### config.mk
export PLATFORM = sky130hd
export DESIGN_NAME = rr_arbiter_fsm_flat
export DESIGN_NICKNAME = d
export VERILOG_FILES = /design/src/rtl/rr_arbiter_fsm_if.sv /design/src/rtl/rr_arbiter_fsm.sv /design/src/flat_wrapper.sv
export SDC_FILE = /design/constraint.sdc
export NUM_CORES = 1
export LEC_CHECK = 0
export CAP_MARGIN = 10
export CORE_MARGIN = 4
export CORE_UTILIZATION = 35
export CTS_CLUSTER_DIAMETER = 150
export DETAILED_ROUTE_END_ITERATION = 16
export PLACE_DENSITY = 0.74
export SLEW_MARGIN = 15
export SYNTH_ARGS = -nofsm -noshare
export SYNTH_HDL_FRONTEND = slang
export SYNTH_SLANG_ARGS = --single-unit
### constraint.sdc
create_clock -name clock -period 1.4 [get_ports clock]
set_clock_uncertainty 0.05 [all_clocks]
set_input_delay 0.28 -clock clock [delete_from_list [all_inputs] [get_ports clock]]
set_output_delay 0.28 -clock clock [all_outputs]
set_load 0.1 [all_outputs]
### src/rtl/rr_arbiter_fsm_if.sv
// Request/grant bundle between the contending masters and rr_arbiter_fsm.
// The master side drives the request vector; the slave side (the arbiter) returns the registered grant.
interface rr_arbiter_fsm_if #(
  parameter int NUM_REQ = 4,
  parameter int ID_W    = $clog2(NUM_REQ)
);
  logic [NUM_REQ-1:0] req;
  logic [NUM_REQ-1:0] gnt;
  logic               gnt_valid;
  logic [ID_W-1:0]    gnt_id;
  logic               hold_expired;

  modport master (
    output req,
    input  gnt,
    input  gnt_valid,
    input  gnt_id,
    input  hold_expired
  );

  modport slave (
    input  req,
    output gnt,
    output gnt_valid,
    output gnt_id,
    output hold_expired
  );
endinterface

### src/rtl/rr_arbiter_fsm.sv
// N-channel request/grant arbiter, round-robin or fixed priority, with a registered one-hot grant.
// Optional tenure limit is enabled by defining RR_ARBITER_FSM_HOLD_LIMIT_EN.
module rr_arbiter_fsm #(
  parameter int NUM_REQ  = 4,
  parameter int RR_MODE  = 1,
  parameter int MAX_HOLD = 8,
  parameter int ID_W     = $clog2(NUM_REQ)
) (
  input  logic              clock,
  input  logic              reset,
  rr_arbiter_fsm_if.slave   bus,
  output logic [1:0]        dbg_state
);

  // Handshake: req[i] is a level request held until served; gnt[i] is registered and stays
  // asserted while req[i] remains high; dropping req[i] ends the tenure at the next edge,
  // and every hand-off passes through one all-zero gnt cycle.

  typedef enum logic [1:0] {
    IDLE  = 2'd0,
    GRANT = 2'd1
  } state_t;

  state_t             state_r, state_nx;
  logic [NUM_REQ-1:0] gnt_r, gnt_nx;
  logic [ID_W-1:0]    gnt_id_r, gnt_id_nx;
  logic               gnt_valid_r;
  logic [ID_W-1:0]    last_r, last_nx;
  logic               win_found;
  logic [ID_W-1:0]    win_id;
  logic [ID_W-1:0]    scan_idx;
  logic               keep_grant;

`ifdef RR_ARBITER_FSM_HOLD_LIMIT_EN
  localparam int HOLD_W = (MAX_HOLD > 2) ? $clog2(MAX_HOLD) : 1;
  logic [HOLD_W-1:0] hold_cnt_r, hold_cnt_nx;
  logic              expired_r, expired_nx;
`else
  wire unused_max_hold = (MAX_HOLD > 0);
`endif

  // Winner search: RR scans upward from the channel after the last winner, wrapping.
  always_comb begin
    win_found = 1'b0;
    win_id    = '0;
    scan_idx  = '0;
    for (int i = 0; i < NUM_REQ; i++) begin
      if (RR_MODE != 0) scan_idx = ID_W'((int'(last_r) + 1 + i) % NUM_REQ);
      else              scan_idx = ID_W'(i);
      if (!win_found && bus.req[scan_idx]) begin
        win_found = 1'b1;
        win_id    = scan_idx;
      end
    end
  end

  always_comb begin
    state_nx   = IDLE;
    gnt_nx     = '0;
    gnt_id_nx  = '0;
    last_nx    = last_r;
    keep_grant = 1'b0;
`ifdef RR_ARBITER_FSM_HOLD_LIMIT_EN
    hold_cnt_nx = '0;
    expired_nx  = 1'b0;
`endif
    case (state_r)
      IDLE: begin
        if (win_found) begin
          state_nx  = GRANT;
          gnt_nx    = NUM_REQ'(1) << win_id;
          gnt_id_nx = win_id;
          last_nx   = win_id;
        end
      end
      GRANT: begin
        keep_grant = bus.req[gnt_id_r];
`ifdef RR_ARBITER_FSM_HOLD_LIMIT_EN
        if (keep_grant && hold_cnt_r == HOLD_W'(MAX_HOLD - 1)) begin
          keep_grant = 1'b0;
          expired_nx = 1'b1;
        end
`endif
        if (keep_grant) begin
          state_nx  = GRANT;
          gnt_nx    = NUM_REQ'(1) << gnt_id_r;
          gnt_id_nx = gnt_id_r;
`ifdef RR_ARBITER_FSM_HOLD_LIMIT_EN
          hold_cnt_nx = hold_cnt_r + HOLD_W'(1);
`endif
        end
      end
      default: begin
        // Unreachable encodings fall back to IDLE with the grant cleared.
        state_nx = IDLE;
      end
    endcase
  end

  always_ff @(posedge clock) begin
    if (reset) begin
      state_r     <= IDLE;
      gnt_r       <= '0;
      gnt_id_r    <= '0;
      gnt_valid_r <= 1'b0;
      last_r      <= ID_W'(NUM_REQ - 1);
    end else begin
      state_r     <= state_nx;
      gnt_r       <= gnt_nx;
      gnt_id_r    <= gnt_id_nx;
      gnt_valid_r <= |gnt_nx;
      last_r      <= last_nx;
    end
  end

`ifdef RR_ARBITER_FSM_HOLD_LIMIT_EN
  always_ff @(posedge clock) begin
    if (reset) begin
      hold_cnt_r <= '0;
      expired_r  <= 1'b0;
    end else begin
      hold_cnt_r <= hold_cnt_nx;
      expired_r  <= expired_nx;
    end
  end
  assign bus.hold_expired = expired_r;
`else
  assign bus.hold_expired = 1'b0;
`endif

  assign bus.gnt       = gnt_r;
  assign bus.gnt_id    = gnt_id_r;
  assign bus.gnt_valid = gnt_valid_r;
  assign dbg_state     = state_r;

endmodule

### src/flat_wrapper.sv
// flat-port wrapper written by rule: the top's interface ports become plain ports
module rr_arbiter_fsm_flat 
#(
  parameter int NUM_REQ  = 4,
  parameter int RR_MODE  = 1,
  parameter int MAX_HOLD = 8,
  parameter int ID_W     = $clog2(NUM_REQ)
)
  (clock, reset, dbg_state, bus_req, bus_gnt, bus_gnt_valid, bus_gnt_id, bus_hold_expired);
  rr_arbiter_fsm_if #(.NUM_REQ(NUM_REQ), .ID_W(ID_W)) bus_i ();
  input  logic clock;
  input  logic reset;
  output logic [1:0] dbg_state;
  input wire logic [$bits(bus_i.req)-1:0] bus_req;
  output wire logic [$bits(bus_i.gnt)-1:0] bus_gnt;
  output wire logic [$bits(bus_i.gnt_valid)-1:0] bus_gnt_valid;
  output wire logic [$bits(bus_i.gnt_id)-1:0] bus_gnt_id;
  output wire logic [$bits(bus_i.hold_expired)-1:0] bus_hold_expired;
  assign bus_i.req = bus_req;
  assign bus_gnt = bus_i.gnt;
  assign bus_gnt_valid = bus_i.gnt_valid;
  assign bus_gnt_id = bus_i.gnt_id;
  assign bus_hold_expired = bus_i.hold_expired;
  rr_arbiter_fsm #(.NUM_REQ(NUM_REQ), .RR_MODE(RR_MODE), .MAX_HOLD(MAX_HOLD), .ID_W(ID_W)) u_core (.clock(clock), .reset(reset), .bus(bus_i), .dbg_state(dbg_state));
endmodule
==> results.txt, run 1 <==
switching power -> 418 µW
pin count of the biggest net entering global routing -> 9
RSZ-0062 raised after global routing -> false
Crit Path Class -> reg -> reg
initial antenna violation count -> 0
area post-placement -> 797 µm²
number of buffers added on ports -> 13
share of the cycle needed by the critical path after routing -> 0.938
Routed WL per cell -> 13.7 µm
fin util -> 0.616
highest clock rate -> 762 MHz
Max Transition Viols Final -> 0
part of the power in registers -> 0.335
sort of element at the start of the critical path -> flip-flop
Hold-fix buffers, CTS -> 0
die outline width -> 46.4 µm
multiplexer fraction of the synthesized cell area -> 0.0630
Final Critical Period -> 1.31 ns
placed wire-length estimate -> 1.06 mm
register bit count reported by yosys -> 10
count of TritonRoute iterations in the first routing pass -> 2
CTS Buffer Depth -> 2
CORE AREA -> 1350 µm²
power density normalized to cell area -> 1280 nW/µm²
cell at the root of the clock tree -> sky130_fd_sc_hd__clkbuf_4
Critical Path, Cell by Cell -> mux4_2 -> nand2_2 -> nor3b_1 -> a21o_1
layout net count -> 86
via count -> 501
largest stage delay on the critical path -> 0.49 ns
worst voltage drop across the vdd grid -> 0.742 mV
startpoint of the tightest hold check path -> u_core.bus.gnt_id[1]
type of the most critical hold path -> reg -> reg
share of synthesized area occupied by flip-flops and latches -> 0.387
Clk network pwr share -> 0.246
number of placed I/O pins -> 16
cell taking the most area after synthesis -> sky130_fd_sc_hd__dfxtp_1
final routed wirelength across all metal layers -> 1.29 mm
internal power -> 647 µW
static leakage -> 0.000363 µW
total track usage -> 0.160
non-filler instance count after layout -> 94
CP Capture Type -> flip-flop
Synth Area in Compound Gates -> 0.274
Remaining DRCs -> 0
Design Power -> 1060 µW
instance count of the mapped netlist -> 55
area of all sequential standard cells -> 206 µm²
CTS tree -> done
Sinks on Clock Net -> 10
area share of fa/ha/maj cells after synthesis -> 0
number of buffers created by CTS -> 3
Iter 0 DRT Violations -> 8
post-layout instance area -> 832 µm²
grt total ovfl -> 0
worst r2r src -> u_core.bus.gnt_id[0]
row cnt -> 13
critical path data required time -> 1.51 ns
status -> finished clean
final RePlAce weighted congestion -> 0.798
number of H-tree levels -> 1
unique cell type count in the Yosys netlist -> 30
post-placement cell count -> 90
combined area of the multi-input logic cells -> 294 µm²
Synthesis Warnings -> 0
wire length of the first global-routing pass -> 2.32 mm
critical path peak fanout -> 4
number of max-cap violations -> 0
Antenna Cells -> 0
area share of the largest cell type after synthesis -> 0.387
initial core utilization -> 0.383
Skew-Pair Late Insertion Delay -> 0.27 ns
area of the die -> 2160 µm²
synth top area cells -> sky130_fd_sc_hd__dfxtp_1 39%, sky130_fd_sc_hd__mux4_2 4.4%, sky130_fd_sc_hd__o221a_4 3.9%
number of hold-slack violations in the final timing report -> 0
worst hold margin -> 0.469 ns
via count of the first global-routing pass -> 497
largest family of logic cells by synthesized area -> compound AO/OA/AOI/OAI gates
Mapped Area -> 517 µm²
y dimension of the die -> 46.4 µm
Gate power share -> 0.420
net switching fraction of the power -> 0.392
Synth Area in XOR/XNOR -> 0
Area growth syn-to-layout -> 61.0%
# setup viols final -> 0
share of final-layout standard cells stronger than drive strength 1 -> 0.392
register clock-pin slew on the reported worst setup and hold paths -> 0.07 ns
vias per std cell -> 5.33
crit path launch -> u_core.bus.gnt_id[0]
CP max-delay cell -> sky130_fd_sc_hd__mux4_2
final-layout fill cell count -> 108
ANT nets after route -> 0
data arrival time at the worst-slack endpoint -> 1.43 ns
synthesized-area fraction occupied by and/or/nand/nor cells -> 0.211
average size of a mapped cell -> 9.40 µm²
==> what timing repair did <==
item                       CTS  global route
buffers inserted             0             0
setup endpoints to repair    6             1
gates resized for setup      4             1
==> Yosys cell counts, drive strengths merged <==
cell type	instances
inv	1
nor2b	1
a22oi	1
conb	1
dfxtp	10
and2b	2
mux2i	1
nand4b	1
mux4	1
o21a	1
buf	3
a21oi	4
nand4	1
nand2	5
nor3b	2
nand2b	1
a31o	1
o221ai	1
a32o	1
a21o	2
a31oi	1
o22ai	2
and3	1
o21ai	3
nand3	1
o221a	1
nor2	5
==> layout by cell type (no fill, tap or decap), types with 3 or more instances in the layout <==
cell type,n
sky130_fd_sc_hd__buf_4,9
sky130_fd_sc_hd__buf_12,8
sky130_fd_sc_hd__o21ai_0,3
sky130_fd_sc_hd__a21oi_1,3
sky130_fd_sc_hd__dlygate4sd2_1,4
sky130_fd_sc_hd__dfxtp_1,7
sky130_fd_sc_hd__nor2_1,5
sky130_fd_sc_hd__clkbuf_4,3
sky130_fd_sc_hd__nand2_1,4
==> critical path, delay by kind of cell (launching register included) <==
| family | cells | cell delay (ns) |
|---|---|---|
| mux | 1 | 0.49 |
| simple gates | 2 | 0.17 |
| flops | 1 | 0.35 |
| compound gates | 1 | 0.15 |
==> per-layer routing <==
metal	track usage	part of all wire
met5	0	0
met4	0.102	0.023
met3	0.0820	0.077
met2	0.234	0.48
met1	0.180	0.42
==> final cells by class <==
type,instances,area share
multi-input combinational,42,0.353
inverter,1,0.00451
timing repair buffer,22,0.328
sequential,10,0.248
clock buffer,4,0.0436
tap,15,0.0226
==> per-stage QoR <==
stage | TNS (ns) | setup slack, ns
after floorplan | -0.216 | -0.137
after global placement | -3.06 | -0.424
after global routing | 0 | 0.0161
after CTS | 0 | 0.0604
final | 0 | 0.0873
after detailed placement | -3.28 | -0.426
==> path summary, 6_finish.rpt <==
path | depth (start not counted) | slack (ns) | end
hold / removal | 2 | 0.47 | u_core.bus.gnt_id[1]
hold reg to reg | 2 | 0.47 | u_core.bus.gnt_id[1]
setup reg to reg | 4 | 0.09 | u_core.bus.gnt_id[0]
setup / recovery | 4 | 0.09 | u_core.bus.gnt_id[0]
==> sequential cells by signal, indices dropped and copies added (netlist names) <==
| name | cells |
|---|---|
| u_core.bus.gnt | 4 |
| u_core.bus.gnt_id | 2 |
| u_core.last_r | 2 |
| u_core.bus.gnt_valid | 1 |
| u_core.dbg_state | 1 |
==> kinds of logic after synthesis <==
group	Yosys count
simple gates	20
mux	2
flops	10
other cells	1
buf+inv	4
compound gates	18
==> power groups by stage <==
| stage | logic (µW) | registers, µW | clock network (µW) |
|---|---|---|---|
| after detailed placement | 450 | 362 | 0 |
| after global placement | 445 | 362 | 0 |
| after global routing | 470 | 362 | 288 |
| after floorplan | 129 | 510 | 0 |
| after CTS | 446 | 356 | 273 |
| final | 447 | 356 | 261 |
Note: power is estimated with default switching activity, not from simulation.
==> run 2, diff against run 1 <==
--- a/config.mk
+++ b/config.mk
@@ -7,10 +7,11 @@
 export LEC_CHECK = 0
 export CAP_MARGIN = 10
 export CORE_MARGIN = 4
-export CORE_UTILIZATION = 35
-export CTS_CLUSTER_DIAMETER = 150
+export CORE_UTILIZATION = 39
+export CTS_CLUSTER_DIAMETER = 200
 export DETAILED_ROUTE_END_ITERATION = 16
-export PLACE_DENSITY = 0.74
+export PLACE_DENSITY = 0.8
+export RECOVER_POWER = 100
 export SLEW_MARGIN = 15
 export SYNTH_ARGS = -nofsm -noshare
 export SYNTH_HDL_FRONTEND = slang
==> results.txt, run 2 (synthesis gave the netlist of run 1 again) <==
total track usage -> 0.183 (+0.0233)
type of the most critical hold path -> reg -> reg
grt total ovfl -> 0 (unchanged)
Antenna Cells -> 0 (unchanged)
number of buffers added on ports -> 13 (unchanged)
area of the die -> 1970 µm² (-8.5%)
non-filler instance count after layout -> 96 (+2.1%)
share of the cycle needed by the critical path after routing -> 0.963 (+0.0251)
final routed wirelength across all metal layers -> 1.51 mm (+17%)
vias per std cell -> 5.44 (+2.0%)
combined area of the multi-input logic cells -> 303 µm² (+3.0%)
ANT nets after route -> 0 (unchanged)
most common cell after layout, fill and taps aside -> sky130_fd_sc_hd__clkbuf_4
register clock-pin slew on the reported worst setup and hold paths -> 0.07 ns (about the same)
CTS Buffer Depth -> 2 (unchanged)
count of TritonRoute iterations in the first routing pass -> 4 (+2)
Top Family by Delay on Critical Path -> flip-flops
placed wire-length estimate -> 1.17 mm (+11%)
Max Transition Viols Final -> 0 (unchanged)
pin count of the biggest net entering global routing -> 9 (unchanged)
critical path data required time -> 1.07 ns (-0.44 ns)
setup slack, reg-to-reg -> 0.06 ns (-0.03 ns)
initial antenna violation count -> 0 (unchanged)
wire length of the first global-routing pass -> 2.56 mm (+10%)
critical path peak fanout -> 8 (+4)
switching power -> 430 µW (+2.8%)
number of placed I/O pins -> 16 (unchanged)
# setup viols final -> 0 (unchanged)
CP Capture Type -> primary output
Critical Path, Cell by Cell -> buf_12
Hold-fix buffers, CTS -> 0 (unchanged)
sort of element at the start of the critical path -> flip-flop
Routed WL per cell -> 15.7 µm (+15%)
most used cells in the layout excluding fill and tap cells -> 10 x sky130_fd_sc_hd__clkbuf_4, 9 x sky130_fd_sc_hd__buf_4, 7 x sky130_fd_sc_hd__dfxtp_1
row cnt -> 12 (-1)
Remaining DRCs -> 0 (unchanged)
CTS tree -> done
worst hold margin -> 0.499 ns (+0.0296 ns)
Clk network pwr share -> 0.223 (-0.023)
power density normalized to cell area -> 1290 nW/µm² (+0.80%)
Iter 0 DRT Violations -> 26 (+18)
largest stage delay on the critical path -> 0.52 ns (+0.03 ns)
RSZ-0062 raised after global routing -> false
highest clock rate -> 742 MHz (-2.6%)
CP max-delay cell -> sky130_fd_sc_hd__dfxtp_1
via count -> 522 (+4.2%)
static leakage -> 0.000348 µW (-4.3%)
final-layout fill cell count -> 97 (-10%)
Area growth syn-to-layout -> 48.9%
cell at the root of the clock tree -> sky130_fd_sc_hd__clkbuf_4
Crit Path Class -> reg -> out
Skew-Pair Late Insertion Delay -> 0.28 ns (about the same)
data arrival time at the worst-slack endpoint -> 1.02 ns (-0.41 ns)
internal power -> 563 µW (-13%)
Gate power share -> 0.428 (+0.008)
post-placement cell count -> 91 (+1.1%)
final RePlAce weighted congestion -> 0.817 (+2.3%)
die outline width -> 44.4 µm (-4.4%)
number of hold-slack violations in the final timing report -> 0 (unchanged)
number of H-tree levels -> 1 (unchanged)
CORE AREA -> 1170 µm² (-13%)
Final Critical Period -> 1.35 ns (+0.0351 ns)
flip-flop count of the largest register after layout -> 4 (unchanged)
status -> finished clean
share of final-layout standard cells stronger than drive strength 1 -> 0.427 (+0.0344)
worst path bufs/invs -> 1 (+1)
area of all sequential standard cells -> 206 µm² (unchanged)
initial core utilization -> 0.441 (+0.0585)
via count of the first global-routing pass -> 532 (+7.0%)
number of buffers created by CTS -> 3 (unchanged)
part of the power in registers -> 0.348 (+0.013)
Sinks on Clock Net -> 10 (unchanged)
y dimension of the die -> 44.4 µm (-4.4%)
layout net count -> 89 (+3.5%)
number of max-cap violations -> 0 (unchanged)
net switching fraction of the power -> 0.433 (+0.0405)
worst voltage drop across the vdd grid -> 0.798 mV (+7.5%)
run 2: cell types whose count changed in the layout (fill, tap and decap cells not counted), sizes merged:
| cell | delta |
|---|---|
| clkbuf | +8 |
| buf | -5 |
run 2: power groups by stage:
| stage | logic (µW) | clock network, µW | registers, µW |
|---|---|---|---|
| after global placement | 454 | 0 | 359 |
| after CTS | 472 | 221 | 353 |
| after floorplan | 129 | 0 | 510 |
| after detailed placement | 463 | 0 | 359 |
| final | 425 | 222 | 346 |
| after global routing | 446 | 229 | 351 |
run 2: path summary, 6_finish.rpt:
kind / start / to / cells after the start
min: u_core.last_r[1] / u_core.last_r[1] / 2
max reg2reg: u_core.bus.gnt_id[0] / u_core.bus.gnt_id[0] / 4
max: u_core.dbg_state[0] / dbg_state[0] / 1
min reg2reg: u_core.last_r[1] / u_core.last_r[1] / 2
run 2: per-stage QoR:
stage	util	TNS, ns	power [µW]	cell area (µm²)	worst slack [ns]
floorplan	-	-0.216	639	527	-0.137
global placement	0.692	-2.88	813	811	-0.369
detailed placement	0.692	-3.34	823	811	-0.413
CTS	0.728	0	1050	852	0.0277
global route	0.657	0	1030	769	0.00532
finish	0.657	0	992	769	0.0522
run 2: layout make-up:
| class | instances | share of cell area |
|---|---|---|
| clock buffer | 4 | 0.0341 |
| inverter | 1 | 0.00488 |
| multi-input combinational | 42 | 0.393 |
| sequential | 10 | 0.268 |
| tap | 14 | 0.0228 |
| timing repair buffer | 25 | 0.276 |
run 2: what timing repair did:
action / in CTS / in global routing
gates cloned: 0 / 0
setup endpoints to repair: 8 / 1
pin swaps: 1 / 0
resized for setup: 8 / 1
buffers inserted: 1 / 0
run 2: per-layer routing:
metal,global-route usage,up-vias,wire length [µm]
li1,-,254,-
met5,0,-,0
met4,0.114,0,47
met2,0.282,23,751
met1,0.230,239,615
met3,0.0407,6,94
